**src/rtl/mac_flex_pkg.sv**
```systemverilog
// Shared encodings, drain FSM states and the saturating adder for the mac_row_flex row.
// sat_add is only called when MAC_ROW_SAT_EN is defined.
package mac_flex_pkg;

  localparam logic [1:0] INST_NOP  = 2'b00;
  localparam logic [1:0] INST_LOAD = 2'b01;
  localparam logic [1:0] INST_EXEC = 2'b10;
  localparam logic [1:0] INST_CLR  = 2'b11;

  localparam logic MODE_WS = 1'b0;
  localparam logic MODE_OS = 1'b1;

  typedef enum logic {
    ST_IDLE,
    ST_DRAIN
  } drain_state_e;

  // Operands arrive sign-extended to 32 bits; the result is clamped to a w-bit signed range.
  function automatic logic signed [31:0] sat_add(input logic signed [31:0] a,
                                                 input logic signed [31:0] b,
                                                 input int w);
    longint s;
    longint hi;
    longint lo;
    s  = longint'(a) + longint'(b);
    hi = (longint'(1) <<< (w - 1)) - 1;
    lo = -(longint'(1) <<< (w - 1));
    if (s > hi) return 32'(hi);
    if (s < lo) return 32'(lo);
    return 32'(s);
  endfunction

endpackage

```
**src/rtl/mac_row_flex_tile.sv**
```systemverilog
// One WS/OS MAC tile: forwarding registers, stationary weight, OS accumulator.
// MAC_ROW_SAT_EN selects saturating instead of wrapping psum/acc additions.
module mac_tile_flex
  import mac_flex_pkg::*;
#(
  parameter int bw      = 4,
  parameter int psum_bw = 16
) (
  input  logic                      clk,
  input  logic                      reset,
  input  logic                      mode,
  input  logic                      acc_freeze,
  input  logic                      acc_clr,
  input  logic signed [bw-1:0]      act_in,
  input  logic [1:0]                inst_in,
  input  logic signed [psum_bw-1:0] in_n,
  output logic signed [bw-1:0]      act_out,
  output logic [1:0]                inst_out,
  output logic signed [psum_bw-1:0] out_s,
  output logic                      valid,
  output logic signed [psum_bw-1:0] acc
);

  logic signed [bw-1:0]      act_q;
  logic signed [bw-1:0]      weight_q;
  logic signed [bw-1:0]      w_sel;
  logic [1:0]                inst_q;
  logic                      loaded_q;
  logic                      capture;
  logic signed [2*bw-1:0]    prod;
  logic signed [psum_bw-1:0] prod_ext;
  logic signed [psum_bw-1:0] acc_q;
  logic signed [psum_bw-1:0] out_s_q;
  logic                      valid_q;

  function automatic logic signed [psum_bw-1:0] psum_add(input logic signed [psum_bw-1:0] a,
                                                         input logic signed [psum_bw-1:0] b);
`ifdef MAC_ROW_SAT_EN
    return psum_bw'(sat_add(32'(a), 32'(b), psum_bw));
`else
    return a + b;
`endif
  endfunction

  // A LOAD captured here is swallowed so the next unloaded tile east gets the next weight.
  assign capture  = (inst_q == INST_LOAD) && !loaded_q;
  assign act_out  = act_q;
  assign inst_out = capture ? INST_NOP : inst_q;

  assign w_sel    = (mode == MODE_OS) ? $signed(in_n[bw-1:0]) : weight_q;
  assign prod     = (2*bw)'(act_q) * (2*bw)'(w_sel);
  assign prod_ext = psum_bw'(prod);

  assign out_s = out_s_q;
  assign valid = valid_q;
  assign acc   = acc_q;

  always_ff @(posedge clk or posedge reset) begin
    if (reset) begin
      act_q    <= '0;
      inst_q   <= INST_NOP;
      weight_q <= '0;
      loaded_q <= 1'b0;
      acc_q    <= '0;
      out_s_q  <= '0;
      valid_q  <= 1'b0;
    end else begin
      act_q   <= act_in;
      inst_q  <= inst_in;
      valid_q <= 1'b0;
      case (inst_q)
        INST_LOAD: begin
          if (capture) begin
            weight_q <= act_q;
            loaded_q <= 1'b1;
          end
        end
        INST_EXEC: begin
          valid_q <= 1'b1;
          if (mode == MODE_OS) begin
            out_s_q <= in_n;
            if (!acc_freeze) acc_q <= psum_add(acc_q, prod_ext);
          end else begin
            out_s_q <= psum_add(in_n, prod_ext);
          end
        end
        INST_CLR: begin
          weight_q <= '0;
          loaded_q <= 1'b0;
          if (!acc_freeze) acc_q <= '0;
        end
        default: ;
      endcase
      // The final drain handshake wipes the accumulator even though the row is frozen.
      if (acc_clr) acc_q <= '0;
    end
  end

endmodule

```
**src/rtl/mac_row_flex.sv**
```systemverilog
// Row of col MAC tiles with west-to-east instruction ripple and an OS drain FSM.
// MAC_ROW_SAT_EN (optional) makes every tile's additions saturate.
module mac_row_flex
  import mac_flex_pkg::*;
#(
  parameter int bw      = 4,
  parameter int psum_bw = 16,
  parameter int col     = 8
) (
  input  logic                      clk,
  input  logic                      reset,
  input  logic signed [bw-1:0]      in_w,
  input  logic [1:0]                inst_w,
  input  logic [psum_bw*col-1:0]    in_n,
  input  logic                      mode,
  output logic [psum_bw*col-1:0]    out_s,
  output logic [col-1:0]            valid,
  input  logic                      drain_req,
  output logic [psum_bw-1:0]        drain_data,
  output logic [$clog2(col)-1:0]    drain_col,
  output logic                      drain_valid,
  input  logic                      drain_ready,
  output logic                      busy
);

  localparam int cw = $clog2(col);
  localparam logic [cw-1:0] last_col = cw'(col - 1);

  logic signed [bw-1:0]      act_link  [0:col];
  logic [1:0]                inst_link [0:col];
  logic signed [psum_bw-1:0] acc_arr   [0:col-1];
  logic [bw+1:0]             unused_east;

  drain_state_e  state_q, state_d;
  logic [cw-1:0] col_q, col_d;
  logic          acc_clr;

  assign act_link[0]  = in_w;
  assign inst_link[0] = inst_w;
  assign unused_east  = {act_link[col], inst_link[col]};

  for (genvar i = 0; i < col; i++) begin : g_tile
    mac_tile_flex #(
      .bw      (bw),
      .psum_bw (psum_bw)
    ) u_tile (
      .clk        (clk),
      .reset      (reset),
      .mode       (mode),
      .acc_freeze (busy),
      .acc_clr    (acc_clr),
      .act_in     (act_link[i]),
      .inst_in    (inst_link[i]),
      .in_n       (in_n[i*psum_bw +: psum_bw]),
      .act_out    (act_link[i+1]),
      .inst_out   (inst_link[i+1]),
      .out_s      (out_s[i*psum_bw +: psum_bw]),
      .valid      (valid[i]),
      .acc        (acc_arr[i])
    );
  end

  always_ff @(posedge clk or posedge reset) begin
    if (reset) begin
      state_q <= ST_IDLE;
      col_q   <= '0;
    end else begin
      state_q <= state_d;
      col_q   <= col_d;
    end
  end

  // Drain requests only start from IDLE in OS mode; the last accepted word clears every acc.
  always_comb begin
    state_d = state_q;
    col_d   = col_q;
    acc_clr = 1'b0;
    case (state_q)
      ST_IDLE: begin
        if (drain_req && (mode == MODE_OS)) begin
          state_d = ST_DRAIN;
          col_d   = '0;
        end
      end
      ST_DRAIN: begin
        if (drain_ready) begin
          if (col_q == last_col) begin
            state_d = ST_IDLE;
            col_d   = '0;
            acc_clr = 1'b1;
          end else begin
            col_d = col_q + 1'b1;
          end
        end
      end
      default: state_d = ST_IDLE;
    endcase
  end

  assign busy        = (state_q == ST_DRAIN);
  assign drain_valid = busy;
  assign drain_col   = col_q;
  assign drain_data  = busy ? acc_arr[col_q] : '0;

endmodule

```
**config.mk**
```make
export PLATFORM = sky130hd
export DESIGN_NAME = mac_row_flex
export DESIGN_NICKNAME = d
export VERILOG_FILES = /design/src/rtl/mac_flex_pkg.sv /design/src/rtl/mac_row_flex_tile.sv /design/src/rtl/mac_row_flex.sv
export SDC_FILE = /design/constraint.sdc
export NUM_CORES = 2
export LEC_CHECK = 0
export ABC_AREA = 0
export BUFFER_PORTS_ARGS = -buffer_cell sky130_fd_sc_hd__buf_4
export CAP_MARGIN = 20
export CELL_PAD_IN_SITES_DETAIL_PLACEMENT = 2
export CELL_PAD_IN_SITES_GLOBAL_PLACEMENT = 2
export CORE_ASPECT_RATIO = 0.5
export CORE_MARGIN = 1
export CORE_UTILIZATION = 38
export CTS_CLUSTER_SIZE = 8
export DETAILED_ROUTE_END_ITERATION = 10
export PLACE_DENSITY_LB_ADDON = 0.1
export SKIP_CTS_REPAIR_TIMING = 1
export SLEW_MARGIN = 10
export SYNTH_ARGS = -nofsm -noshare
export SYNTH_HDL_FRONTEND = slang
export SYNTH_SLANG_ARGS = --single-unit
```
**constraint.sdc**
```tcl
create_clock -name clk -period 17.8 [get_ports clk]
set_input_delay 5.34 -clock clk [delete_from_list [all_inputs] [get_ports clk]]
set_output_delay 5.34 -clock clk [all_outputs]
set_load 0.05 [all_outputs]
```
# After elaboration in Yosys (flattened, before gate mapping)
# Cells that the tools add are included.
[op_classes] add_sub_neg=17 multipliers=8 magnitude_cmp=1 n_eq_ne=59 n_mux=111 bitwise=2 reduce_logical=50
[ops] operator="$mux W16" count=36
[ops] operator="$add A16 B8 Y16" count=16
[ops] operator="$pmux W16 S2" count=8
[ops] operator="$ne A3 B3 Y1 const B" count=24
[ops] operator="$mul A4 B4 Y8" count=8
[ops] operator="$mux W4" count=16
[ops] operator="$pmux W4 S2" count=8
[ops] operator="$bmux W16 S3" count=1
[ops] operator="$eq A2 B2 Y1 const B" count=16
[ops] operator="$reduce_and A4 Y1" count=8
[ops] operator="$reduce_bool A3 Y1" count=8
[ops] operator="$mux W1" count=22
[ops] operator="$pmux W1 S2" count=9
[ops] operator="$reduce_and A2 Y1" count=9
[ops] operator="$eq A2 B1 Y1 const B" count=8
[ops] operator="$ne A2 B1 Y1 const B" count=8
[ops] operator="$reduce_bool A2 Y1" count=8
[ops] operator="$mux W2" count=7
[ops] operator="$logic_and A1 B1 Y1" count=9
[ops] operator="$mux W3" count=3
[ops] operator="$logic_not A1 Y1" count=8
[ops] operator="$pmux W3 S2" count=1
[ops] operator="$ge A4 B4 Y1 const B" count=1
[ops] operator="$ne A2 B2 Y1 const B" count=2
[ops] operator="other kinds (4)" count=4
[totals] regBits=356 in_bits=139 output_inout_bits=157 word_cells=306

# Logic depth before layout (Yosys ltp)
[logic_depth] word_depth=7 depth_mapped=26 ltp_nobuf=22

# Hierarchy
# A second synthesis with hierarchy kept.
[unflattened] cells_unflattened=3331 area_unflattened_um2=30818.3
[modules_own_cells] mod="mac_tile_flex at g_tile[4].u_tile ..." instances=3 cells_per_inst=404 area_per_inst_um2=3681.0 seq_area_each_um2=1101.1
[modules_own_cells] mod="mac_tile_flex at g_tile[0].u_tile" instances=1 cells_per_inst=399 area_per_inst_um2=3689.8 seq_area_each_um2=1101.1
[modules_own_cells] mod="mac_tile_flex at g_tile[2].u_tile" instances=1 cells_per_inst=407 area_per_inst_um2=3688.5 seq_area_each_um2=1101.1
[modules_own_cells] mod="mac_tile_flex at g_tile[7].u_tile" instances=1 cells_per_inst=398 area_per_inst_um2=3686.0 seq_area_each_um2=1101.1
[modules_own_cells] mod="mac_tile_flex at g_tile[1].u_tile" instances=1 cells_per_inst=398 area_per_inst_um2=3677.3 seq_area_each_um2=1101.1
[modules_own_cells] mod="mac_tile_flex at g_tile[3].u_tile" instances=1 cells_per_inst=387 area_per_inst_um2=3639.7 seq_area_each_um2=1101.1
[modules_own_cells] mod="mac_row_flex" instances=1 cells_per_inst=130 area_per_inst_um2=1393.8 seq_area_each_um2=100.1

# Least setup slack after synthesis
# No wires, ideal clock.
[synth_path] path_kind="input -> register" start="in mode" end="reg g_tile[4].u_tile.out_s_q[15]" setup_ns=0.082 t_arrival_ns=11.661 t_required_ns=17.718 setup_slack_ns=6.057 cell_stages=25 n_path_buf=4 cell_sequence="buf_6 -> buf_6 -> clkbuf_1 -> clkbuf_1 -> mux2i_1 -> nand2b_1 -> fa_1 -> fa_1 -> fa_1 -> inv_1 -> ha_1 -> fa_1 -> a21o_1 -> a21oi_1 -> xnor2_2 -> ha_1 -> or4_1 -> o21ai_0 -> a21oi_1 -> o21a_1 -> o41ai_2 -> o21ai_0 -> xnor2_1 -> or3_1 -> a31oi_1"
[synth_via] elab_chain_cells=4
[synth_lines] element="start, declared" line_no="mac_row_flex.sv:15" rtl="input logic mode,"
[synth_lines] element="$mux W4" line_no="mac_row_flex_tile.sv:50" rtl="assign w_sel = (mode == MODE_OS) ? $signed(in_n[bw-1:0]) : weight_q;"
[synth_lines] element="$mul A4 B4 Y8" line_no="mac_row_flex_tile.sv:51" rtl="assign prod = (2*bw)'(act_q) * (2*bw)'(w_sel);"
[synth_lines] element="$add A16 B8 Y16" line_no="mac_row_flex_tile.sv:41" rtl="return a + b;"
[synth_lines] element="$mux W16 (*)" line_no="mac_row_flex_tile.sv:80" rtl="if (mode == MODE_OS) begin"
[synth_lines] element="end signal, assigned" line_no="mac_row_flex_tile.sv:81" rtl="out_s_q <= in_n;"
[synth_lines] element="end signal, assigned" line_no="mac_row_flex_tile.sv:84" rtl="out_s_q <= psum_add(in_n, prod_ext);"
[synth_lines] element="end, declared" line_no="mac_row_flex_tile.sv:33" rtl="logic signed [psum_bw-1:0] out_s_q;"
# Mark *: on every way between the ends. The rest lies on a longest branch, timed or not.
# A chain may end at the register's enable or synchronous reset.

# Final worst setup path
[layout_path] start="in mode" end="reg g_tile[0].u_tile.out_s_q[15]"
[layout_via] elab_chain_cells=4
[layout_lines] element="$mux W4" line_no="mac_row_flex_tile.sv:50"
[layout_lines] element="$mul A4 B4 Y8" line_no="mac_row_flex_tile.sv:51"
[layout_lines] element="$add A16 B8 Y16" line_no="mac_row_flex_tile.sv:41"
[layout_lines] element="$mux W16 (*)" line_no="mac_row_flex_tile.sv:80"
[layout_lines] element="end signal, assigned" line_no="mac_row_flex_tile.sv:81"
[layout_lines] element="end signal, assigned" line_no="mac_row_flex_tile.sv:84"
[layout_lines] element="end, declared" line_no="mac_row_flex_tile.sv:33"
# Marked as above.

==> flow_summary.toml <==
[status]
status = "completed"

[critical_path]
startpoint_type = "input port"
critical_path_required_ps = 18280
critPathMaxFanout = 81
arrival_ps = 12750
timing.setup.critical_path_class = "input port to flop"
timing.critical_path.to_type = "flop"

[logic_synthesis]
syn-mean-instance-area_um2 = 9.31
nets_in_the_synthesized_netlist = 3800
async_set_or_reset_flop_fraction_in_the_synthesized_netlist = 1.00
post_synth_num_cell_types = 81
warnings_synthesis = 0
synth.cell_area_um2 = 30000
ys_ff_latch = 356
synth_edf_count = 0
synth_ff_type = "dfrtp_1"
gate_count_post_synth = 3227
synth.yosys.seq_area_share = 0.297

[timing]
slew_viol_final = 0
timing.final.crit_share = 0.689
final_setup_vio_count = 0
post-route-min-period_ps = 12270
summed_negative_setup_slack_over_all_endpoints_ps = 0
rsz0062_at_grt = "no"
finalHoldViolations = 0
worst_slew_pin_slew_ps = 1120
fin_hold_ws_ps = 478
final.setup_skew_ps = 22.2
max_freq_mhz = 81.5
relSlewSlack = 0.252

[cts]
cts_sink_cnt = 356
root_buffer_cell = "clkbuf_16"
tritoncts = "built"
tritoncts.num_buffers = 50
clkTransAtPathRegs_ps = 60
clockBufferDepth = 3
htree_levels = 2
clk-insertion-delay-late_ps = 620

[detailed_routing]
first_iter_violations = 1061
routedWlPerCell_um = 22.9
drt_pass1_iterations = 5
via_per_inst = 5.72
number_of_remaining_drc_errors = 0
via_count = 26000
drtAntennaViolNets = 0
postRouteWirelength_um = 104000

[global_route]
antenna_violations_before_repair = 3
wire_length_of_the_first_global_routing_pass_um = 166000
largest_net_degree_at_the_start_of_global_routing = 132
grt_usage = 0.260
grt.overflow.total = 0
vias_in_the_first_global_route = 28800

[min_path]
hold_class = "flop to flop"

[finish]
num-fill-cells = 8411
drive_gt1_frac = 0.136
sequential_cell_area_um2 = 8910
final_common_cell = "dfrtp_1"
multi_input_area_um2 = 20100
num-nets-final = 4072
mostFrequentLayoutCells = "355 x dfrtp_1, 346 x ha_1, 322 x buf_4, 286 x nand2_1, 236 x a21oi_1"
syn_to_final_growth_pct = 15.8

[run]
max_cap_viol = 0

[floorplan]
num_io_pins = 296
rows = 72
die_x_um = 400
core_um2 = 77700
die_height_um = 201
initial_utilization = 0.386
die_area_um2 = 80300

[placed_design]
io_buffers = 295
place.gp.congestion = 0.862
hpwlAfterDp_um = 80000
-- worst max-delay path, stage by stage --
cell and delay (ps):
buf_8 440, buf_4 510, inv_2 120, buf_4 250, a21boi_0 680, or2_2 240
fa_1 430, fa_1 500, fa_1 510, inv_1 50, ha_1 200, fa_1 470
a21o_1 180, a21oi_1 250, xnor2_2 380, ha_1 550, a21o_1 150, a21oi_1 60
o21ai_0 270, a211oi_1 110, o41ai_1 460, xnor2_1 120, nor2_1 150, xnor2_1 120
o21ai_0 80
-- area by class of cell --
cell class	instances	area share
repair buffers	330	0.0728
inverters	161	0.0176
diodes	1	0.0000720
clock buffers	57	0.0389
flip-flops and latches	356	0.256
well taps	1036	0.0373
multi-input cells	2600	0.577
-- cell usage after synthesis, types with 31 or more instances --
cell / count / share of area
mux4_2: 32 / 0.024
xnor2_1: 138 / 0.040
clkbuf_1: 85 / 0.011
a31oi_1: 31 / 0.0065
o21ai_0: 227 / 0.038
dfrtp_1: 356 / 0.30
a21o_1: 72 / 0.018
o21a_1: 38 / 0.0095
nor3_1: 70 / 0.012
fa_1: 88 / 0.059
a21oi_1: 236 / 0.039
nand2b_1: 44 / 0.0092
mux2i_1: 86 / 0.029
nand3_1: 42 / 0.0070
a211oi_1: 33 / 0.0082
nor2_1: 220 / 0.027
ha_1: 346 / 0.14
a22o_1: 65 / 0.019
inv_1: 157 / 0.020
xor2_1: 86 / 0.025
nor2b_1: 107 / 0.022
a211o_1: 34 / 0.0099
nand2_1: 286 / 0.036
or3_1: 41 / 0.0085
-- stage by stage --
step,utilization,cell area [um^2],setup WS (ps),cells
CTS,0.447,34700,5620,4535
global route,0.447,34800,5190,4541
floorplan,-,30000,2580,3227
global placement,0.429,33300,5290,4476
detailed placement,0.429,33400,4990,4478
finish,0.447,34800,5530,4541
-- layer usage --
layer	routed length, um	GRT usage	up-vias
met4	1680	0.0522	0
met5	0	0	-
li1	-	-	12100
met2	50700	0.441	302
met1	48700	0.357	13500
met3	2780	0.0274	112
-- state kept, by name, summed over array words and instances (netlist names) --
name                    count
g_tile.u_tile.out_s       128
g_tile.u_tile.acc         128
g_tile.u_tile.valid         8
g_tile.u_tile.inst_q       16
g_tile.u_tile.act_out      32
g_tile.u_tile.loaded_q      8
g_tile.u_tile.weight_q     32
busy                        1
drain_col                   3
-- final timing paths --
path                                         startpoint                          to  slack, ps  cells past startpoint
max                                                mode  g_tile[0].u_tile.out_s[15]       5530                     25
min                           g_tile[6].u_tile.out_s[7]   g_tile[6].u_tile.out_s[7]        480                      2
max reg2reg                g_tile[0].u_tile.weight_q[3]  g_tile[0].u_tile.out_s[15]      11220                     21
min reg2reg                   g_tile[6].u_tile.out_s[7]   g_tile[6].u_tile.out_s[7]        480                      2
max in group asynchronous                         reset  g_tile[4].u_tile.inst_q[1]      10720                      4
min in group asynchronous                         reset   g_tile[5].u_tile.out_s[6]       4830                      2
-- cell families (layout without fill, tap and decap cells) --
kind of cell               after synthesis  count (layout)  synth area share
buffers and inverters                  271             548            0.0356
xor gates and xnor gates               234             234            0.0715
adders and majority gates              434             434             0.203
AOI/OAI and AO/OA                      905             905             0.195
and+or+nand+nor                        904             904             0.144
other                                    0               1                 0
muxes                                  123             123            0.0547
DFF                                    356             356             0.297
Power is not shown: default switching activity piles up to over one toggle a cycle in this logic, so the estimate is an artifact.
